### config.mk
export PLATFORM = sky130hd
export DESIGN_NAME = monitor_bus_arbiter
export DESIGN_NICKNAME = d
export VERILOG_FILES = /design/src/rtl/monitor_bus_pkg.sv /design/src/rtl/monitor_bus_decode.sv /design/src/rtl/monitor_bus_arbiter.sv
export SDC_FILE = /design/constraint.sdc
export NUM_CORES = 1
export LEC_CHECK = 0
export ABC_CLOCK_PERIOD_IN_PS = 2810
export BUFFER_PORTS_ARGS = -buffer_cell sky130_fd_sc_hd__buf_2
export CAP_MARGIN = 20
export CORE_MARGIN = 2
export CORE_UTILIZATION = 52
export DETAILED_ROUTE_END_ITERATION = 7
export HOLD_SLACK_MARGIN = 0.15
export PLACE_DENSITY = 0.82
export RECOVER_POWER = 50
export SLEW_MARGIN = 5
export SYNTH_ARGS = -nofsm -noshare
export SYNTH_HDL_FRONTEND = slang
export SYNTH_SLANG_ARGS = --single-unit
### constraint.sdc
create_clock -name clk -period 2.81 [get_ports clk]
set_clock_uncertainty 0.05 [all_clocks]
set_input_delay 0.281 -clock clk [delete_from_list [all_inputs] [get_ports clk]]
set_output_delay 0.281 -clock clk [all_outputs]
set_load 0.01 [all_outputs]
### src/rtl/monitor_bus_pkg.sv
// Shared types, constants and the window-match helper for the monitor bus arbiter.
package monitor_bus_pkg;

    typedef enum logic [1:0] {
        IDLE     = 2'd0,
        WAIT_FIX = 2'd1,
        WAIT_ACK = 2'd2
    } state_t;

    localparam logic [1:0] RDSRC_ZERO = 2'd0;
    localparam logic [1:0] RDSRC_LIVE = 2'd1;
    localparam logic [1:0] RDSRC_HOLD = 2'd2;

    localparam int DATA_MAX = 32;
    localparam logic [DATA_MAX-1:0] DATA_ONES = '1;

    // Addresses are zero-extended to 32 bits so one helper serves any ADDR_W <= 32.
    function automatic logic region_hit(input logic [31:0] addr,
                                        input logic [31:0] base,
                                        input logic [31:0] mask);
        return (addr & mask) == base;
    endfunction

endpackage

### src/rtl/monitor_bus_decode.sv
// Combinational priority decoder: the lowest-numbered matching window wins.
module monitor_bus_decode
    import monitor_bus_pkg::*;
#(
    parameter int ADDR_W    = 16,
    parameter int N_REGIONS = 6,
    parameter logic [N_REGIONS*ADDR_W-1:0] REGION_BASE = '0,
    parameter logic [N_REGIONS*ADDR_W-1:0] REGION_MASK = '0
) (
    input  logic [ADDR_W-1:0]    address,
    output logic                 hit,
    output logic [2:0]           index,
    output logic [N_REGIONS-1:0] onehot
);

    // Scanning from the top down lets the lowest match overwrite any higher one.
    always_comb begin
        hit    = 1'b0;
        index  = 3'd0;
        onehot = '0;
        for (int i = N_REGIONS - 1; i >= 0; i--) begin
            if (region_hit(32'(address),
                           32'(REGION_BASE[i*ADDR_W +: ADDR_W]),
                           32'(REGION_MASK[i*ADDR_W +: ADDR_W]))) begin
                hit       = 1'b1;
                index     = 3'(i);
                onehot    = '0;
                onehot[i] = 1'b1;
            end
        end
    end

endmodule

### src/rtl/monitor_bus_arbiter.sv
// Monitor CPU bus arbiter: decode, per-region wait states, ack handshake with timeout,
// CPU stall and bus-error reporting. Handshake: an access is accepted when cpu_req=1 in a cycle where cpu_ready=1.
module monitor_bus_arbiter
    import monitor_bus_pkg::*;
#(
    parameter int ADDR_W    = 16,
    parameter int DATA_W    = 8,
    parameter int N_REGIONS = 6,
    parameter logic [N_REGIONS*ADDR_W-1:0] REGION_BASE =
        {16'hA000, 16'h9000, 16'h8000, 16'hE000, 16'h0000, 16'hF000},
    parameter logic [N_REGIONS*ADDR_W-1:0] REGION_MASK =
        {16'hF000, 16'hF000, 16'hF000, 16'hE000, 16'hC000, 16'hF000},
    parameter logic [N_REGIONS*4-1:0] REGION_WAIT = 24'h023100,
    parameter logic [N_REGIONS-1:0]   REGION_HS   = 6'b100000,
    parameter int TIMEOUT = 31
) (
    input  logic                          clk,
    input  logic                          reset,
    input  logic [ADDR_W-1:0]             cpu_address,
    input  logic                          cpu_write,
    input  logic                          cpu_req,
    output logic                          cpu_ready,
    output logic [DATA_W-1:0]             read_data,
    output logic [N_REGIONS-1:0]          wr_strobe,
    output logic [N_REGIONS-1:0]          rd_strobe,
    input  logic [N_REGIONS*DATA_W-1:0]   region_data,
    input  logic [N_REGIONS-1:0]          region_ack,
    output logic                          bus_error,
    output logic [7:0]                    err_count,
    output logic [1:0]                    dbg_state
);

    logic                 dec_hit;
    logic [2:0]           dec_index;
    logic [N_REGIONS-1:0] dec_onehot;

    monitor_bus_decode #(
        .ADDR_W      (ADDR_W),
        .N_REGIONS   (N_REGIONS),
        .REGION_BASE (REGION_BASE),
        .REGION_MASK (REGION_MASK)
    ) u_decode (
        .address (cpu_address),
        .hit     (dec_hit),
        .index   (dec_index),
        .onehot  (dec_onehot)
    );

    state_t            state_q, state_d;
    logic [3:0]        cnt_q, cnt_d;
    logic [7:0]        tcnt_q, tcnt_d;
    logic [2:0]        sel_q, sel_d;          // region of the access in flight
    logic [2:0]        out_sel_q, out_sel_d;  // region shown by the live read mux
    logic [1:0]        rd_src_q, rd_src_d;
    logic [DATA_W-1:0] hold_q, hold_d;
    logic              ready_q, ready_d;
    logic              bus_error_q, bus_error_d;
    logic [7:0]        err_count_q, err_count_d;

    logic              accept;
    logic [3:0]        dec_wait;
    logic [DATA_W-1:0] live_data;
    logic [DATA_W-1:0] pend_data;

    assign accept    = (state_q == IDLE) && cpu_req;
    assign dec_wait  = REGION_WAIT[int'(dec_index)*4 +: 4];
    assign live_data = region_data[int'(out_sel_q)*DATA_W +: DATA_W];
    assign pend_data = region_data[int'(sel_q)*DATA_W +: DATA_W];

    assign rd_strobe = (accept && !cpu_write) ? dec_onehot : '0;
    assign wr_strobe = (accept &&  cpu_write) ? dec_onehot : '0;

    always_comb begin
        state_d     = state_q;
        cnt_d       = cnt_q;
        tcnt_d      = tcnt_q;
        sel_d       = sel_q;
        out_sel_d   = out_sel_q;
        rd_src_d    = rd_src_q;
        hold_d      = hold_q;
        ready_d     = ready_q;
        bus_error_d = 1'b0;
        err_count_d = err_count_q;
        case (state_q)
            IDLE: begin
                if (cpu_req) begin
                    if (!dec_hit) begin
                        rd_src_d = RDSRC_ZERO;
                    end else if (REGION_HS[dec_index]) begin
                        state_d = WAIT_ACK;
                        tcnt_d  = 8'd0;
                        sel_d   = dec_index;
                        ready_d = 1'b0;
                    end else if (dec_wait != 4'd0) begin
                        state_d = WAIT_FIX;
                        cnt_d   = dec_wait;
                        sel_d   = dec_index;
                        ready_d = 1'b0;
                    end else begin
                        rd_src_d  = RDSRC_LIVE;
                        out_sel_d = dec_index;
                    end
                end
            end
            WAIT_FIX: begin
                if (cnt_q == 4'd1) begin
                    hold_d   = pend_data;
                    rd_src_d = RDSRC_HOLD;
                    state_d  = IDLE;
                    ready_d  = 1'b1;
                    cnt_d    = 4'd0;
                end else begin
                    cnt_d = cnt_q - 4'd1;
                end
            end
            WAIT_ACK: begin
                // An ack in the expiry cycle is checked first, so it beats the timeout.
                if (region_ack[sel_q]) begin
                    hold_d   = pend_data;
                    rd_src_d = RDSRC_HOLD;
                    state_d  = IDLE;
                    ready_d  = 1'b1;
                end else if (tcnt_q == 8'(TIMEOUT - 1)) begin
                    hold_d      = DATA_ONES[DATA_W-1:0];
                    rd_src_d    = RDSRC_HOLD;
                    state_d     = IDLE;
                    ready_d     = 1'b1;
                    bus_error_d = 1'b1;
                    if (err_count_q != 8'hFF) err_count_d = err_count_q + 8'd1;
                end else begin
                    tcnt_d = tcnt_q + 8'd1;
                end
            end
            default: begin
                state_d = IDLE;
                ready_d = 1'b1;
            end
        endcase
    end

    always_ff @(posedge clk or negedge reset) begin
        if (!reset) begin
            state_q     <= IDLE;
            cnt_q       <= 4'd0;
            tcnt_q      <= 8'd0;
            sel_q       <= 3'd0;
            out_sel_q   <= 3'd0;
            rd_src_q    <= RDSRC_ZERO;
            hold_q      <= '0;
            ready_q     <= 1'b1;
            bus_error_q <= 1'b0;
            err_count_q <= 8'd0;
        end else begin
            state_q     <= state_d;
            cnt_q       <= cnt_d;
            tcnt_q      <= tcnt_d;
            sel_q       <= sel_d;
            out_sel_q   <= out_sel_d;
            rd_src_q    <= rd_src_d;
            hold_q      <= hold_d;
            ready_q     <= ready_d;
            bus_error_q <= bus_error_d;
            err_count_q <= err_count_d;
        end
    end

    always_comb begin
        case (rd_src_q)
            RDSRC_LIVE: read_data = live_data;
            RDSRC_HOLD: read_data = hold_q;
            default:    read_data = '0;
        endcase
    end

    assign cpu_ready = ready_q;
    assign bus_error = bus_error_q;
    assign err_count = err_count_q;
    assign dbg_state = state_q;

endmodule

### Word-level counts from Yosys, hierarchy flattened

Memory sizes are Yosys's and may differ from the RTL's.
Index checks and enable logic that the tools add are counted.

* eq/ne operators: 24
* bitwise logic cells: 3
* shift operators: 3
* muxes and demuxes: 69
* magnitude comparators: 2
* reduce and logical (&&, ||, !) cells: 20
* $add $sub $neg: 3

Operator list (number)
* $shiftx A48 B7 Y8: 2
* $mux W8: 8
* $mux W6: 8
* $pmux W8 S2: 3
* $logic_not A32 Y1: 1
* $mux W2: 14
* $mux W3: 8
* $shiftx A24 B6 Y4 const A: 1
* $mux W4: 5
* $mux W1: 18
* $add A8 B1 Y8 const B: 2
* $eq A4 B4 Y1 const B: 4
* $reduce_and A5 Y1: 3
* $ne A2 B2 Y1 const B: 6
* $pmux W2 S3: 2
* $reduce_and A6 Y1: 2
* $ne A3 B3 Y1 const B: 3
* $eq A8 B5 Y1 const B: 1
* $lt A3 B4 Y1 const B: 2
* $ne A8 B8 Y1 const B: 1
* $pmux W4 S2: 1
* $reduce_and A4 Y1: 2
* $reduce_bool A2 Y1: 4
* $eq A2 B1 Y1 const B: 2
* 15 further kinds: 21

* memory bits (read-only): 8
* register bits: 40
* output and inout port bits: 32
* word-level logic and storage cells: 135
* memories kept: 1
* bits of input ports: 74

Memory list
* (name not given): words 8, width 1, rd ports 1, clocked after memory_dff 0, write ports 0, line monitor_bus_arbiter.sv:89 `end else if (REGION_HS[dec_index]) begin`

### Longest topological paths before layout

Gate-level depths: netlist of run 1.

* word-level depth: 14
* mapped depth: 9
* depth with buffers taken out: 7

### Modules after synthesis

From an unflattened synthesis of run 1, not the netlist that was laid out.

* cells, all modules: 338
* area total of the unflattened synthesis: 3231.8 sq um

By module, submodules not included
* monitor_bus_arbiter: times used 1, cells an instance 321, area each 3099.2 sq um, sequential area each 1002.2 sq um
* monitor_bus_decode: times used 1, cells an instance 17, area each 132.6 sq um, sequential area each 0.0 sq um

### Worst setup path after synthesis of run 1

OpenSTA, ideal clock, no wires.

* kind: register -> register
* start point: register tcnt_q[0]
* end point: register err_count_q[1], in the netlist err_count[1]
* data required time: 2635 ps
* data arrival time: 1885 ps
* buffers on the path: 1
* setup slack: 750 ps
* setup time: 125 ps
* period minus slack after synthesis: 2060 ps
* cell stages (with the launch flop): 8
* path through: dfrtp_1 inv_1 ha_1 nand3b_1 or4_1 buf_2 nor4b_2 mux2_2

* word-level cells in the longest chain between the ends: 2

Ends and longest elaborated chain
* from (decl): line monitor_bus_arbiter.sv:51 `logic [7:0] tcnt_q, tcnt_d;`
* from (signal assigned): line monitor_bus_arbiter.sv:156 `tcnt_q <= tcnt_d;`
* $eq A8 B5 Y1: line monitor_bus_arbiter.sv:123 `end else if (tcnt_q == 8'(TIMEOUT - 1)) begin`
* $reduce_and A4 Y1 (no line)
* to (signal assigned): line monitor_bus_arbiter.sv:163 `err_count_q <= err_count_d;`
* to (decl): line monitor_bus_arbiter.sv:58 `logic [7:0] err_count_q, err_count_d;`

Every way passes these cells.
A chain may end at the register's enable or synchronous reset.

### Worst setup path in the final report of run 1

* start point: register state_q[0], in the netlist dbg_state[0]
* end point: output port rd_strobe[4]

* word-level cells in the longest chain between the ends: 4

Ends and longest elaborated chain
* from (decl): line monitor_bus_arbiter.sv:49 `state_t state_q, state_d;`
* from (signal assigned): line monitor_bus_arbiter.sv:154 `state_q <= state_d;`
* $logic_not A2 Y1: line monitor_bus_arbiter.sv:65 `assign accept = (state_q == IDLE) && cpu_req;`
* $logic_and A1 B1 Y1: line monitor_bus_arbiter.sv:65
* $logic_and A1 B1 Y1: line monitor_bus_arbiter.sv:70 `assign rd_strobe = (accept && !cpu_write) ? dec_onehot : '0;`
* $mux W6: line monitor_bus_arbiter.sv:70
* to (decl): line monitor_bus_arbiter.sv:25 `output logic [N_REGIONS-1:0] rd_strobe,`

Every way passes these cells.

==> run summary, run 1 <==
Status - complete, no violations
Pre-CTS WS - 0.565 ns
Fin crit period - 2.46 ns
Initial Utilization - 54.4%
Vias - 3,185
CP Launch Type - flip-flop
Setup violations, final - 0
Commonest non-fill, non-tap cells in the layout - buf_2 (81), dfrtp_1 (39), nand2_1 (31)
Fill cells - 518
Hold depth - 2
Share of layout cells above drive strength 1 - 31.2%
Fin crit share - 87.4%
Die Wd - 82.9 um
Clock tree from TritonCTS - built
Final worst setup slack - 0.353 ns
Peak VDD IR - 0.539 mV
Syn Area/Cell - 9.23 sq um
Cells after DPL - 502
Net count, final - 520
Min-Delay Endpoint - sel_q[0]
HP Start - cpu_address[12]
Commonest non-fill, non-tap cell in the layout - buf_2
DP HPWL - 6480 um
Antenna violations before repair - 0
R2r setup slk - 0.56 ns
Worst path cell trace - inv_1 -> ha_1 -> nand2_1 -> or2_2 -> nor3_1 -> buf_2
Worst setup EP type - output pin
Max-slew violation count - 0
Post-Synthesis Cells - 351
Overflow after GRT - 0
Unrepaired setup endpoints after global routing - false
Final cell count without fillers - 511
CTS Root Cell - clkbuf_8
Crit path kind - reg2out
CP bufs+invs - 2
Port bufs - 93
Sequential element share of the synthesized area - 30.9%
CP max stage cell - dfrtp_1
Area of the multi-input gates - 2060 sq um
Worst-margin pin slew - 1.01 ns
Reg2reg start - sel_q[1]
Total Neg Setup Slack - 0 ns
Fmax - 407 MHz
Worst slew margin - 32.3%
Total Routed Length - 8630 um
Worst r2r path cells - 5
Worst hold margin - 0.285 ns
Cts bufs inserted - 5
Clk sink count - 40
CORE AREA - 5960 sq um
Hold Path Class - in2reg
Synth Warn # - 0
Largest delay share family, worst path - simple AND/OR/NAND/NOR gates
Final hold violation count - 0
Netlist cell types - 57
Gr usage total - 25.2%
# IOs - 106
Htree depth - 2
Initial drt markers - 222
Post-CTS Setup Repair Bufs - 0
Req. time, crit path - 2.48 ns
RR Endpoint - tcnt_q[5]
DRC violations left - 0
Crit-path max FO - 13
Worst-skew pair later-pin latency - 0.31 ns
Clock Tree Buf Depth - 2
Register area - 1000 sq um
Antenna cells - 0
Row Count - 28
Max Cap Viol - 0
Via density - 6.23
Power density over the cells - 780 nW/um^2
WP data arrival - 2.13 ns
Post-Syn Area - 3240 sq um
Async SR Flop Fraction - 100%
Syn Nets - 436
Vias in the first global route - 3,090
Post_cts resized - 0
Die height - 82.9 um
Yosys reg bits - 40
DIE AREA - 6880 sq um
Number of synthesized flops with an enable pin - 0
Pwr Total - 3.01 mW
Synthesis-to-layout area growth - 18.9%
P_leak - 1.75 nW
RePlAce Congestion - 0.888
Dominant synthesized flop cell - dfrtp_1
Routed WL per cell - 16.9 um
Global-route wire length before repair - 14,300 um
Largest net degree at the start of global routing - 41
Drt first pass iters - 6
Clk slew on worst S/H paths - 0.08 ns
Final antenna-violating net count - 0
Critical path's largest stage delay - 0.45 ns
[logic make-up (layout without fill, tap and decap cells)]
family / after synthesis / after routing / share of synthesized area (%)
AOI/OAI and AO/OA: 80 / 80 / 17.6
xor gates and xnor gates: 4 / 4 / 1.08
adders and majority gates: 11 / 11 / 4.25
buffers and inverters: 44 / 129 / 5.48
DFF: 40 / 40 / 30.9
muxes: 46 / 46 / 21.0
and+or+nand+nor: 126 / 126 / 19.6
[repair_timing]
item / CTS / global route
setup endpoints to repair: 0 / 0
hold buffers: 1 / 0
endpoints found under the hold margin: 39 / 0
[per-layer routing]
| metal | wire, um | GRT usage, % | vias to the layer above |
|---|---|---|---|
| met5 | 0 | 0 | - |
| met4 | 159 | 9.54 | 0 |
| met3 | 621 | 4.57 | 16 |
| met2 | 4120 | 41.1 | 162 |
| met1 | 3740 | 33.5 | 1531 |
| li1 | - | - | 1476 |
[metrics by stage]
stage                     area [sq um]  utilization [%]
after CTS                         3870             64.9
after global placement            3750             62.9
after global routing              3850             64.7
after floorplan                   3240                -
after detailed placement          3750             62.9
final                             3850             64.7
[cell type report]
| cell class | instances | area share (%) |
|---|---|---|
| Timing Repair Buffer | 100 | 13.1 |
| Sequential cell | 40 | 26.0 |
| Clock inverter | 3 | 1.10 |
| Clock buffer | 5 | 1.79 |
| Inverter | 21 | 2.05 |
| Multi-Input combinational cell | 267 | 53.5 |
| Tap cell | 75 | 2.44 |
[state kept, by name, indices dropped and copies added (netlist names)]
signal     cells
bus_error      1
cnt_q          4
cpu_ready      1
dbg_state      2
err_count      8
hold_q         8
out_sel_q      3
rd_src_q       2
sel_q          3
tcnt_q         8
[synth_stat cells, drive strengths merged, types with 2 or more instances]
master / number / area share, %
a21oi: 18 / 2.8
a22o: 2 / 0.54
a22oi: 16 / 3.7
a2bb2oi: 2 / 0.54
a31oi: 5 / 1.4
and3: 3 / 0.58
buf: 8 / 1.3
clkbuf: 15 / 1.7
dfrtp: 39 / 30
ha: 11 / 4.2
inv: 20 / 2.3
mux2: 17 / 5.9
mux2i: 13 / 4.0
mux4: 16 / 11
nand2: 31 / 3.6
nand2b: 5 / 0.97
nand3: 19 / 3.1
nor2: 29 / 3.4
nor2b: 7 / 1.4
nor3: 10 / 1.5
nor3b: 2 / 0.46
nor4: 3 / 0.58
o21ai: 11 / 1.7
o22ai: 8 / 1.5
o311ai: 3 / 0.81
o31a: 2 / 0.54
o31ai: 3 / 0.69
or2: 2 / 0.39
or3: 5 / 0.97
or4: 2 / 0.46
xnor2: 3 / 0.81
[power by group]
part	switching, mW	internal [mW]
combinational	0.956	0.722
clock	0.217	0.263
sequential	0.118	0.729
total	1.29	1.71
[worst max path at each step]
stage / from / endpoint / cells past startpoint
floorplan: tcnt_q[0] / err_count[1] / 7
global placement: tcnt_q[0] / err_count[1] / 6
detailed placement: tcnt_q[0] / err_count[1] / 6
CTS: out_sel_q[0] / read_data[0] / 7
global route: dbg_state[0] / rd_strobe[4] / 6
finish: dbg_state[0] / rd_strobe[4] / 6
Note: power is estimated with default switching activity, not from simulation.
==> run 2, diff against run 1 <==
ABC_AREA = 1   (was not set)
PLACE_DENSITY = 0.81   (was 0.82)
==> run summary, run 2 <==
Fin crit share - 82.8% (-4.7 points)
Async SR Flop Fraction - 100% (unchanged)
Row Count - 29 (+3.6%)
Syn Area/Cell - 6.37 sq um (-31%)
Clk sink count - 40 (unchanged)
Worst-margin pin slew - 0.878 ns (-0.137 ns)
# hold bufs at CTS - 1 (unchanged)
Number of synthesized flops with an enable pin - 0 (unchanged)
Commonest non-fill, non-tap cells in the layout - nand2_1 (154), nor2_1 (83), buf_2 (81)
Final hold violation count - 0 (unchanged)
Syn Nets - 625 (+43%)
Peak VDD IR - 0.530 mV (-1.8%)
Critical path's largest stage delay - 0.38 ns (-0.07 ns)
Vias in the first global route - 3,644 (+18%)
Post-Syn Area - 3440 sq um (+6.1%)
Synth Warn # - 0 (unchanged)
Power density over the cells - 795 nW/um^2 (+2.0%)
CTS Root Cell - clkbuf_8
Vias - 3,894 (+22%)
Netlist cell types - 43 (-25%)
Gr usage total - 26.2% (+0.98 points)
DP HPWL - 6860 um (+5.8%)
Area of the multi-input gates - 2130 sq um (+3.5%)
Fill cells - 615 (+19%)
Cts bufs inserted - 5 (unchanged)
P_leak - 2.09 nW (+20%)
Share of layout cells above drive strength 1 - 19.5% (-12 points)
Clk slew on worst S/H paths - 0.08 ns (about the same)
Global-route wire length before repair - 15,800 um (+10%)
Register area - 1000 sq um (unchanged)
Max-slew violation count - 0 (unchanged)
Worst slew margin - 41.5% (+9.1 points)
Via density - 5.53 (-11%)
Synth area leader - dfrtp_1
Htree depth - 2 (unchanged)
Layout Utilization - 63.3% (-1.4 points)
Commonest cells in the netlist - nand2_1 (154), nor2_1 (83), inv_1 (50)
Antenna violations before repair - 0 (unchanged)
Die Wd - 85.3 um (+2.9%)
Fmax - 430 MHz (+5.6%)
Setup violations, final - 0 (unchanged)
Sequential element share of the synthesized area - 29.1% (-1.8 points)
Port bufs - 93 (unchanged)
Final antenna-violating net count - 0 (unchanged)
Net count, final - 711 (+37%)
Initial Utilization - 53.9% (-0.55 points)
Req. time, crit path - 2.48 ns (about the same)
Fin crit period - 2.33 ns (-0.131 ns)
Clock tree from TritonCTS - built
Post_cts resized - 0 (unchanged)
CP max stage cell - nor2_2
Drt first pass iters - 5 (-1)
Synthesis-to-layout area growth - 17.6%
Die height - 85.3 um (+2.9%)
WP data arrival - 2.00 ns (-0.13 ns)
Total Routed Length - 9210 um (+6.7%)
CORE AREA - 6390 sq um (+7.2%)
# IOs - 106 (unchanged)
Max Cap Viol - 0 (unchanged)
Dominant synthesized flop cell - dfrtp_1
Status - complete, no violations
Hold Path Class - in2reg
Post-CTS Setup Repair Bufs - 0 (unchanged)
DRC violations left - 0 (unchanged)
RePlAce Congestion - 0.843 (-5.1%)
Crit path kind - reg2out
Post-Synthesis Cells - 540 (+54%)
Yosys reg bits - 40 (unchanged)
Crit-path max FO - 9 (-4)
Antenna cells - 0 (unchanged)
Unrepaired setup endpoints after global routing - false
Worst-skew pair later-pin latency - 0.30 ns (about the same)
Worst path cell trace - clkinv_1 -> nor2_2 -> o21a_1 -> o21ai_0 -> nand2_1 -> nand2_1 -> a21oi_1 -> buf_2
Clock Tree Buf Depth - 2 (unchanged)
CP Launch Type - flip-flop
Overflow after GRT - 0 (unchanged)
DIE AREA - 7280 sq um (+5.8%)
Area share of the largest cell type after synthesis - 28.4% (-1.7 points)
Routed WL per cell - 13.1 um (-23%)
Largest net degree at the start of global routing - 41 (unchanged)
Total Neg Setup Slack - 0 ns (unchanged)
Worst setup EP type - output pin
Most common cell in the netlist - nand2_1
Initial drt markers - 298 (+34%)
CP most frequent cell - nand2_1
Commonest non-fill, non-tap cell in the layout - nand2_1
Synth top area cells - dfrtp_1 (28%), nand2_1 (17%), nor2_1 (9.1%), o21ai_0 (6.1%), nand3_1 (5.7%)
## run 2: changes by cell type in the layout (fill, tap and decap cells not counted), sizes merged, moves of 17 or more
| cell | change |
|---|---|
| inv | +34 |
| mux2 | -17 |
| nor2 | +57 |
| o21ai | +41 |
| nand2 | +127 |
| nand3 | +22 |
## run 2: where the power goes
group          switching (mW)  leakage, nW  internal, mW
logic                    1.23         1.51         0.640
registers               0.149        0.528         0.718
clock network           0.214       0.0583         0.268
## run 2: area by class of cell
class | instances | area share (%)
Tap cell | 77 | 2.38
Multi-Input combinational cell | 426 | 52.7
Clock buffer | 5 | 1.70
Sequential cell | 40 | 24.8
Inverter | 55 | 5.10
Timing Repair Buffer | 98 | 12.1
Clock inverter | 3 | 1.18
## run 2: worst max-delay path: cells and delay by family (launching register included)
family | cells | cell delay (ns)
AO/OA/AOI/OAI | 3 | 0.44
buffers and inverters | 2 | 0.41
flip-flops | 1 | 0.36
AND/OR/NAND/NOR | 3 | 0.50
## run 2: cells by family after synthesis
| logic type | after synthesis | synth area share, % |
|---|---|---|
| buf+inv | 74 | 8.84 |
| fa+ha+maj | 11 | 4.00 |
| simple gates | 312 | 39.6 |
| compound gates | 93 | 15.9 |
| xor+xnor | 10 | 2.55 |
| flops | 40 | 29.1 |
## run 2: per-stage QoR
step / total power [mW] / std cells / setup WS [ns] / hold slack, ns / instance area [sq um]
global route: 3.52 / 704 / 0.259 / 0.385 / 4050
global placement: 2.65 / 695 / 0.839 / 0.400 / 3930
finish: 3.22 / 704 / 0.484 / 0.356 / 4050
floorplan: 2.25 / 540 / 1.01 / -0.0646 / 3440
CTS: 3.20 / 704 / 0.489 / 0.346 / 4060
detailed placement: 2.71 / 695 / 0.810 / 0.404 / 3930
## run 2: final timing paths
| check | startpoint | endpoint | slack, ns | depth (start not counted) |
|---|---|---|---|---|
| worst max-delay path | out_sel_q[2] | read_data[2] | 0.48 | 8 |
| worst min-delay path | cpu_req | sel_q[0] | 0.36 | 5 |
| worst max register to register | sel_q[1] | hold_q[6] | 0.77 | 8 |
| worst min register to register | cpu_ready | cpu_ready | 0.42 | 2 |
| max in group asynchronous | reset | sel_q[1] | 1.56 | 2 |
| min in group asynchronous | reset | err_count[4] | 0.58 | 2 |
## run 2: metal layers
layer	GRT usage [%]	wire, um	part of all wire (%)	up-vias
met3	3.21	595	6.5	19
met2	46.7	4400	48	164
li1	-	-	-	1928
met5	0	0	0	-
met4	7.07	180	2.0	0
met1	33.4	4040	44	1783
